$ cat src/rtl/wb_arbiter.sv
// Round-robin arbiter sharing one classic (non-pipelined) Wishbone slave
// between NUM_MASTERS masters. The grant is registered and held for the whole
// bus cycle, so block and read-modify-write cycles stay atomic. An optional
// watchdog aborts a strobe the slave never acknowledges: the owner gets a
// one-cycle err pulse.
module wb_arbiter #(
  parameter int NUM_MASTERS = 4,
  parameter int ADR_WIDTH   = 32,
  parameter int DAT_WIDTH   = 32,
  parameter int SEL_WIDTH   = DAT_WIDTH / 8,
  parameter int TIMEOUT     = 0
) (
  input  logic                             clk,
  input  logic                             rst_n,
  input  logic [NUM_MASTERS-1:0]           m_cyc,
  input  logic [NUM_MASTERS-1:0]           m_stb,
  input  logic [NUM_MASTERS-1:0]           m_we,
  input  logic [NUM_MASTERS*ADR_WIDTH-1:0] m_adr,
  input  logic [NUM_MASTERS*DAT_WIDTH-1:0] m_dat_m,
  input  logic [NUM_MASTERS*SEL_WIDTH-1:0] m_sel,
  output logic [NUM_MASTERS-1:0]           m_ack,
  output logic [NUM_MASTERS-1:0]           m_err,
  output logic [DAT_WIDTH-1:0]             m_dat_s,
  output logic                             s_cyc,
  output logic                             s_stb,
  output logic                             s_we,
  output logic [ADR_WIDTH-1:0]             s_adr,
  output logic [DAT_WIDTH-1:0]             s_dat_m,
  output logic [SEL_WIDTH-1:0]             s_sel,
  input  logic                             s_ack,
  input  logic [DAT_WIDTH-1:0]             s_dat_s,
  output logic [NUM_MASTERS-1:0]           gnt
);

  localparam int IDX_W = (NUM_MASTERS > 1) ? $clog2(NUM_MASTERS) : 1;
  localparam int CNT_W = (TIMEOUT > 1) ? $clog2(TIMEOUT) : 1;
  localparam bit WD_ON = (TIMEOUT > 0);
  localparam logic [CNT_W-1:0] WD_LAST = CNT_W'(TIMEOUT - 1);
  localparam logic [IDX_W-1:0] LAST_RST = IDX_W'(NUM_MASTERS - 1);

  localparam logic [1:0] ST_IDLE = 2'd0;
  localparam logic [1:0] ST_BUSY = 2'd1;
  localparam logic [1:0] ST_ERR  = 2'd2;

  logic [1:0]             state_r;
  logic [1:0]             state_nxt_s;
  logic [NUM_MASTERS-1:0] gnt_r;
  logic [NUM_MASTERS-1:0] gnt_nxt_s;
  logic [IDX_W-1:0]       owner_r;
  logic [IDX_W-1:0]       owner_nxt_s;
  logic [IDX_W-1:0]       last_r;
  logic [IDX_W-1:0]       last_nxt_s;
  logic [CNT_W-1:0]       wd_cnt_r;
  logic [CNT_W-1:0]       wd_cnt_nxt_s;
  logic                   win_found_s;
  logic [IDX_W-1:0]       win_idx_s;

  // Per-master views of the packed buses so the owner can be selected by index.
  logic [ADR_WIDTH-1:0] adr_a_s [NUM_MASTERS];
  logic [DAT_WIDTH-1:0] dat_a_s [NUM_MASTERS];
  logic [SEL_WIDTH-1:0] sel_a_s [NUM_MASTERS];

  for (genvar gi = 0; gi < NUM_MASTERS; gi++) begin : g_unpack
    assign adr_a_s[gi] = m_adr[gi*ADR_WIDTH +: ADR_WIDTH];
    assign dat_a_s[gi] = m_dat_m[gi*DAT_WIDTH +: DAT_WIDTH];
    assign sel_a_s[gi] = m_sel[gi*SEL_WIDTH +: SEL_WIDTH];
  end

  // Read data goes to every master; only the owner sees an ack.
  assign m_dat_s = s_dat_s;
  assign gnt     = gnt_r;

  // Round-robin search: first requester strictly after the last owner, wrapping.
  always_comb begin
    win_found_s = 1'b0;
    win_idx_s   = {IDX_W{1'b0}};
    for (int i = 1; i <= NUM_MASTERS; i++) begin
      int cand;
      cand = int'(last_r) + i;
      cand = (cand >= NUM_MASTERS) ? (cand - NUM_MASTERS) : cand;
      if (!win_found_s && m_cyc[cand[IDX_W-1:0]]) begin
        win_found_s = 1'b1;
        win_idx_s   = cand[IDX_W-1:0];
      end else begin
        win_found_s = win_found_s;
      end
    end
  end

  // Next-state, grant, and watchdog count; release of the owner wins over expiry.
  always_comb begin
    state_nxt_s  = state_r;
    gnt_nxt_s    = gnt_r;
    owner_nxt_s  = owner_r;
    last_nxt_s   = last_r;
    wd_cnt_nxt_s = wd_cnt_r;
    case (state_r)
      ST_IDLE: begin
        wd_cnt_nxt_s = {CNT_W{1'b0}};
        if (win_found_s) begin
          state_nxt_s            = ST_BUSY;
          gnt_nxt_s              = {NUM_MASTERS{1'b0}};
          gnt_nxt_s[win_idx_s]   = 1'b1;
          owner_nxt_s            = win_idx_s;
          last_nxt_s             = win_idx_s;
        end else begin
          gnt_nxt_s = {NUM_MASTERS{1'b0}};
        end
      end
      ST_BUSY: begin
        if (!m_cyc[owner_r]) begin
          state_nxt_s  = ST_IDLE;
          gnt_nxt_s    = {NUM_MASTERS{1'b0}};
          wd_cnt_nxt_s = {CNT_W{1'b0}};
        end else if (WD_ON && m_stb[owner_r] && !s_ack) begin
          if (wd_cnt_r == WD_LAST) begin
            state_nxt_s  = ST_ERR;
            wd_cnt_nxt_s = {CNT_W{1'b0}};
          end else begin
            wd_cnt_nxt_s = wd_cnt_r + CNT_W'(1);
          end
        end else begin
          wd_cnt_nxt_s = {CNT_W{1'b0}};
        end
      end
      ST_ERR: begin
        wd_cnt_nxt_s = {CNT_W{1'b0}};
        if (m_cyc[owner_r]) begin
          state_nxt_s = ST_BUSY;
        end else begin
          state_nxt_s = ST_IDLE;
          gnt_nxt_s   = {NUM_MASTERS{1'b0}};
        end
      end
      default: begin
        state_nxt_s  = ST_IDLE;
        gnt_nxt_s    = {NUM_MASTERS{1'b0}};
        wd_cnt_nxt_s = {CNT_W{1'b0}};
      end
    endcase
  end

  // Arbiter state registers; reset hands first priority to master 0.
  always_ff @(posedge clk or negedge rst_n) begin
    if (!rst_n) begin
      state_r  <= ST_IDLE;
      gnt_r    <= {NUM_MASTERS{1'b0}};
      owner_r  <= {IDX_W{1'b0}};
      last_r   <= LAST_RST;
      wd_cnt_r <= {CNT_W{1'b0}};
    end else begin
      state_r  <= state_nxt_s;
      gnt_r    <= gnt_nxt_s;
      owner_r  <= owner_nxt_s;
      last_r   <= last_nxt_s;
      wd_cnt_r <= wd_cnt_nxt_s;
    end
  end

  // Bus steering: owner's signals pass straight through while BUSY, err pulse in ERR.
  always_comb begin
    s_cyc   = 1'b0;
    s_stb   = 1'b0;
    s_we    = 1'b0;
    s_adr   = {ADR_WIDTH{1'b0}};
    s_dat_m = {DAT_WIDTH{1'b0}};
    s_sel   = {SEL_WIDTH{1'b0}};
    m_ack   = {NUM_MASTERS{1'b0}};
    m_err   = {NUM_MASTERS{1'b0}};
    case (state_r)
      ST_BUSY: begin
        s_cyc          = m_cyc[owner_r];
        s_stb          = m_stb[owner_r];
        s_we           = m_we[owner_r];
        s_adr          = adr_a_s[owner_r];
        s_dat_m        = dat_a_s[owner_r];
        s_sel          = sel_a_s[owner_r];
        m_ack[owner_r] = s_ack & m_stb[owner_r];
      end
      ST_ERR: begin
        m_err[owner_r] = 1'b1;
      end
      ST_IDLE: begin
        s_cyc = 1'b0;
      end
      default: begin
        s_cyc = 1'b0;
      end
    endcase
  end

endmodule

$ cat config.mk
export PLATFORM = sky130hd
export DESIGN_NAME = wb_arbiter
export DESIGN_NICKNAME = d
export VERILOG_FILES = /design/src/rtl/wb_arbiter.sv
export SDC_FILE = /design/constraint.sdc
export NUM_CORES = 1
export LEC_CHECK = 0
export ABC_AREA = 1
export CAP_MARGIN = 10
export CELL_PAD_IN_SITES_DETAIL_PLACEMENT = 0
export CELL_PAD_IN_SITES_GLOBAL_PLACEMENT = 1
export CORE_AREA = 2 2 170 172
export DETAILED_ROUTE_END_ITERATION = 16
export DIE_AREA = 0 0 172 174
export HOLD_SLACK_MARGIN = 0.02
export PLACE_DENSITY = 0.68
export SLEW_MARGIN = 0
export SYNTH_ARGS = -nofsm -noshare
export SYNTH_HDL_FRONTEND = slang
export SYNTH_SLANG_ARGS = --single-unit
$ cat constraint.sdc
create_clock -name clk -period 2.8 [get_ports clk]
set_input_delay 0.28 -clock clk [delete_from_list [all_inputs] [get_ports clk]]
set_output_delay 0.28 -clock clk [all_outputs]
set_load 0.03 [all_outputs]
# [After elaboration in Yosys (flattened, before gate mapping)]
# Cells that the tools add are included.
[word_totals] output_inout_bits=115 word_cells=99 regBits=10 inputBits=319
[classes] magnitude_cmp=13 addsub=8 reduce_logical=12 n_bitwise=3 n_mux=54 n_eq_ne=5
[op_table] cell="$mux W32" n=6
[op_table] cell="$bmux W32 S2" n=2
[op_table] cell="$mux W4" n=7
[op_table] cell="$mux W2" n=10
[op_table] cell="$lt A2 B3 Y1 const B" n=6
[op_table] cell="$mux W1" n=17
[op_table] cell="$bmux W1 S2" n=7
[op_table] cell="$ge A3 B3 Y1 const B" n=4
[op_table] cell="$bmux W4 S2" n=1
[op_table] cell="$pmux W4 S2" n=1
[op_table] cell="$sub A2 B1 Y2 const B" n=4
[op_table] cell="$add A2 B2 Y3 const B" n=2
[op_table] cell="$ne A2 B2 Y1 const B" n=3
[op_table] cell="$pmux W2 S3" n=1
[op_table] cell="$logic_and A1 B1 Y1" n=5
[op_table] cell="$add A2 B3 Y4 const B" n=1
[op_table] cell="$and A4 B4 Y4" n=1
[op_table] cell="$demux W1 S2" n=2
[op_table] cell="$ge A2 B1 Y1 const B" n=2
[op_table] cell="$ge A4 B3 Y1 const B" n=1
[op_table] cell="$reduce_and A2 Y1" n=2
[op_table] cell="$add A2 B1 Y3 const B" n=1
[op_table] cell="$logic_not A1 Y1" n=3
[op_table] cell="$not A2 Y3" n=1
[op_table] cell="5 further kinds" n=5

# [Longest topological paths before layout]
[logic_depth] ltp_word=21 mapped_depth=13 ltp_nobuf=12

# [Least setup slack after synthesis]
# No wires, ideal clock.
[synth_path] kind="flip-flop to output port" startpoint="register owner_r[0]" endpoint="output port m_ack[0]" required_ps=2520 path_stages_with_launch=7 t_arrival_ps=1803 n_path_buf=1 setup_slack_ps=717 path_cell_list="dfrtp_1 -> buf_6 -> nor2_4 -> a22oi_1 -> nand2_1 -> nand2_1 -> nor4_1"
[synth_between] elab_chain_cells=6 word_cells_on_any_way=10
[synth_lines] item="start: declaration" line_no="49" source="logic [IDX_W-1:0] owner_r;"
[synth_lines] item="start signal: assignment" line_no="148" source="owner_r <= {IDX_W{1'b0}};"
[synth_lines] item="start signal: assignment" line_no="154" source="owner_r <= owner_nxt_s;"
[synth_lines] item="$lt A2 B3 Y1 (not written as such) or $ge A2 B1 Y1 (tied branches)" line_no="178" source="m_ack[owner_r] = s_ack & m_stb[owner_r];"
[synth_lines] item="$logic_and A1 B1 Y1 (not written as such)" line_no="178"
[synth_lines] item="$mux W1 (not written as such)" line_no="178"
[synth_lines] item="$demux W1 S2" line_no="178"
[synth_lines] item="$and A4 B4 Y4 (no line) (*)"
[synth_lines] item="$mux W4 (*)" line_no="170" source="case (state_r)"
[synth_lines] item="end: declaration" line_no="21" source="output logic [NUM_MASTERS-1:0] m_ack,"
# Every way passes the cells marked *; elsewhere a longest branch is shown, timed or not. The select of a mux whose other input is x is not followed.

# [Final worst setup path]
[layout_path] startpoint="register owner_r[0]" endpoint="output port m_ack[1]"
# The elaborated chain is that of the path after synthesis.

==> flow_summary.ini <==
[outcome]
status = completed

[grt]
antenna_found_initial = 1
grt_pass1_vias = 4267
grt_overflow_total = 0
grtUsageTotal_pct = 11.2
grt_pass1_wl_mm = 25.9
grt_max_degree = 72

[finish]
nFillCells = 3142
fin_nets = 1024
synthToLayoutAreaGrowth_pct = 145
diodes = 0
final_cell_count_no_fill = 1088
drive_gt1_share_pct = 17.8

[worst_setup_path]
cp_data_required_time_ns = 2.52
crit_slowest_cell = dfrtp_1
cp-start-kind = flip-flop
cpPeakStageDelay_ns = 0.55
cp_max_fo = 71
cp_cell_sequence = nand2_1 > inv_2 > buf_12 > a22oi_1 > nand2_1 > nand2_1 > nor4_1 > buf_4
crit_top_cell = nand2_1
critPathKind = reg -> out
end_kind = output port
crit_arrival_ns = 2.10

[drt]
vias_per_cell = 4.06
drc_errors = 0
first_pass_iters = 4
dr_wl_met3_mm = 1.78
vias = 4416
final_antenna_net_count = 0
drt_iter0_drc = 272
wl_met1_mm = 7.55
wl_met2_mm = 9.58
wirelength_mm = 19.1
maxUsedRoutingLayer = met4
wl_per_cell_um = 17.6

[logic_synthesis]
ys.flop_type = dfrtp_1
synth.distinct_cells = 30
yosysSeqAreaShare_pct = 8.41
syn_inst = 398
synth_edf_count = 0
yosys_warnings = 0
ys_seq_elements = 9
async_flop_share_pct = 100
syn_area_per_cell_um2 = 6.80
synthesis.area_mm2 = 0.00271

[sta]
hold_viol = 0
period_share_pct = 84.9
fmax_mhz = 421
grt_setup_unrepaired = no
period_minus_slack_ns = 2.38
finalSetupViolCount = 0
skew_ns = 0.00139
drv_slew = 0
fin_tns_setup_ns = 0

[cts]
clock_latency_ns = 0.24
htree_levels = 1
post-cts-setup-buffer-count = 0
cts_made_buffers = 3
cts-root-buf = clkbuf_16
clk_pin_slew_worst_paths_ns = 0.04
cts_tree = built
hold_buffers = 0
ctsResizeCount = 0
cts_sinks = 9
cts_buffer_depth = 2

[floorplanning]
core_mm2 = 0.0282
die_area_mm2 = 0.0299
num_rows = 62
initial_core_util_pct = 9.58
ioPinCount = 434
die_w_um = 172
die-height_um = 174

[job]
maxCapViolCount = 0

[power]
p_per_area_mw_per_mm2 = 1000
design_power_total_mw = 6.66
power.leakage_nw = 2.48
power.internal_mw = 2.89
vdd_drop_max_uv = 746
power_switching_mw = 3.77
clkPwrFrac_pct = 3.9
p_sw_share_pct = 56.6
combPwrFrac_pct = 91.7
sequentialPowerShare_pct = 4.4

[placed_design]
dpl.hpwl_mm = 15.2
port_buffers = 365
place_congestion = 0.787
dp_cells = 1084

[worst_hold_path]
hold_path.class = in -> async
==> registers in the layout, indices dropped and copies added (netlist names) <==
name,cells
owner_r,2
state_r,1
gnt,4
last_r,2
==> Yosys cell counts (2+ instances only) <==
master / number / area, µm²
clkbuf_1: 7 / 26.3
nand3_1: 7 / 35.0
nand2_1: 34 / 128
buf_2: 25 / 125
o21ai_2: 2 / 17.5
inv_2: 5 / 18.8
dfrtp_1: 7 / 175
buf_6: 2 / 22.5
o21ai_1: 2 / 10.0
nor2_4: 3 / 33.8
a21oi_1: 71 / 355
inv_1: 11 / 41.3
buf_4: 41 / 308
nand2_4: 6 / 67.6
nand4_1: 3 / 18.8
a22oi_1: 142 / 1070
nand2_2: 12 / 75.1
dfstp_2: 2 / 52.6
nor2_1: 2 / 7.51
nand3_2: 2 / 20.0
nor4_1: 3 / 18.8
==> stage by stage <==
step / setup slack, ns / hold slack [ns] / cell area [µm²] / util, %
after floorplan: 0.717 / -0.0156 / 2720 / -
after global placement: 0.650 / 0.475 / 6560 / 23.2
after detailed placement: 0.672 / 0.472 / 6560 / 23.2
after CTS: 0.408 / 0.378 / 6640 / 23.5
after global routing: 0.244 / 0.389 / 6640 / 23.5
final: 0.424 / 0.366 / 6640 / 23.5
==> worst max-delay path: cells and delay by family, from the launching register on <==
family                 cells  cell delay (ns)
buffers and inverters      3             0.62
and+or+nand+nor            4             0.53
DFF                        1             0.55
AOI/OAI and AO/OA          1             0.15
==> cells by family after synthesis <==
kind of cell / count (synthesis) / synth area share [%]
buf+inv: 95 / 21.1
compound gates: 218 / 53.8
other cells: 1 / 0.139
flops: 9 / 8.41
simple gates: 75 / 16.5
==> cells in the final DEF (no fill, tap or decap) <==
| cell type | netlist | final |
|---|---|---|
| inv_8 | 1 | 1 |
| inv_4 | 1 | 1 |
| nand2_1 | 34 | 34 |
| clkbuf_1 | 7 | 1 |
| buf_4 | 41 | 59 |
| nand4_1 | 3 | 3 |
| o21ai_2 | 2 | 2 |
| inv_6 | 1 | 1 |
| a21oi_1 | 71 | 71 |
| clkbuf_16 | 0 | 3 |
| nand2_2 | 12 | 12 |
| nand3_1 | 7 | 7 |
| nor4_1 | 3 | 3 |
| inv_2 | 5 | 6 |
| clkdlybuf4s50_1 | 0 | 290 |
| dfrtp_1 | 7 | 7 |
| nand3_4 | 1 | 1 |
| buf_12 | 0 | 25 |
| o21ai_1 | 2 | 2 |
| conb_1 | 1 | 4 |
| inv_1 | 11 | 10 |
| dfstp_2 | 2 | 2 |
| nor2_1 | 2 | 2 |
| o21bai_1 | 1 | 1 |
| a22oi_1 | 142 | 142 |
| nor2_8 | 1 | 1 |
| clkinv_1 | 1 | 1 |
| nor3_1 | 1 | 1 |
| nand2_4 | 6 | 6 |
| nor2_4 | 3 | 3 |
| nand3_2 | 2 | 2 |
==> cell type report <==
class                           instances  area (µm²)  area share (%)
Timing Repair Buffer                  374        3850            57.9
Multi-Input combinational cell        297        1920            28.9
Sequential cell                         9         228            3.43
Clock buffer                            4        78.8            1.19
Tap cell                              384         480            7.23
Inverter                               20        90.1            1.36
==> metal layers <==
metal,GRT usage (%),vias up
li1,-,2100
met1,13.5,2084
met2,20.7,223
met3,2.07,9
met4,1.61,0
met5,0,-
==> path summary, 6_finish.rpt <==
| check | startpoint | end | slack, ns | cells after the start |
|---|---|---|---|---|
| max | owner_r[0]$_DFFE_PN0P_ | m_ack[1] | 0.42 | 8 |
| min | rst_n | owner_r[1]$_DFFE_PN0P_ | 0.37 | 1 |
| min reg2reg | gnt[1]$_DFFE_PN0N_ | gnt[1]$_DFFE_PN0N_ | 0.48 | 2 |
| max in group asynchronous | rst_n | last_r[1]$_DFFE_PN1P_ | 2.09 | 1 |
| min in group clk | gnt[1]$_DFFE_PN0N_ | gnt[1]$_DFFE_PN0N_ | 0.48 | 2 |
| max reg2reg | owner_r[0]$_DFFE_PN0P_ | gnt[1]$_DFFE_PN0N_ | 1.01 | 9 |
==> power groups by stage <==
| stage | combinational (mW) | sequential, mW | clock [mW] |
|---|---|---|---|
| global placement | 6.14 | 0.295 | 0 |
| finish | 6.11 | 0.294 | 0.257 |
| CTS | 6.16 | 0.296 | 0.263 |
| detailed placement | 6.13 | 0.296 | 0 |
| global route | 6.50 | 0.307 | 0.273 |
| floorplan | 3.67 | 0.251 | 0 |
(Power assumes the default switching activity.)
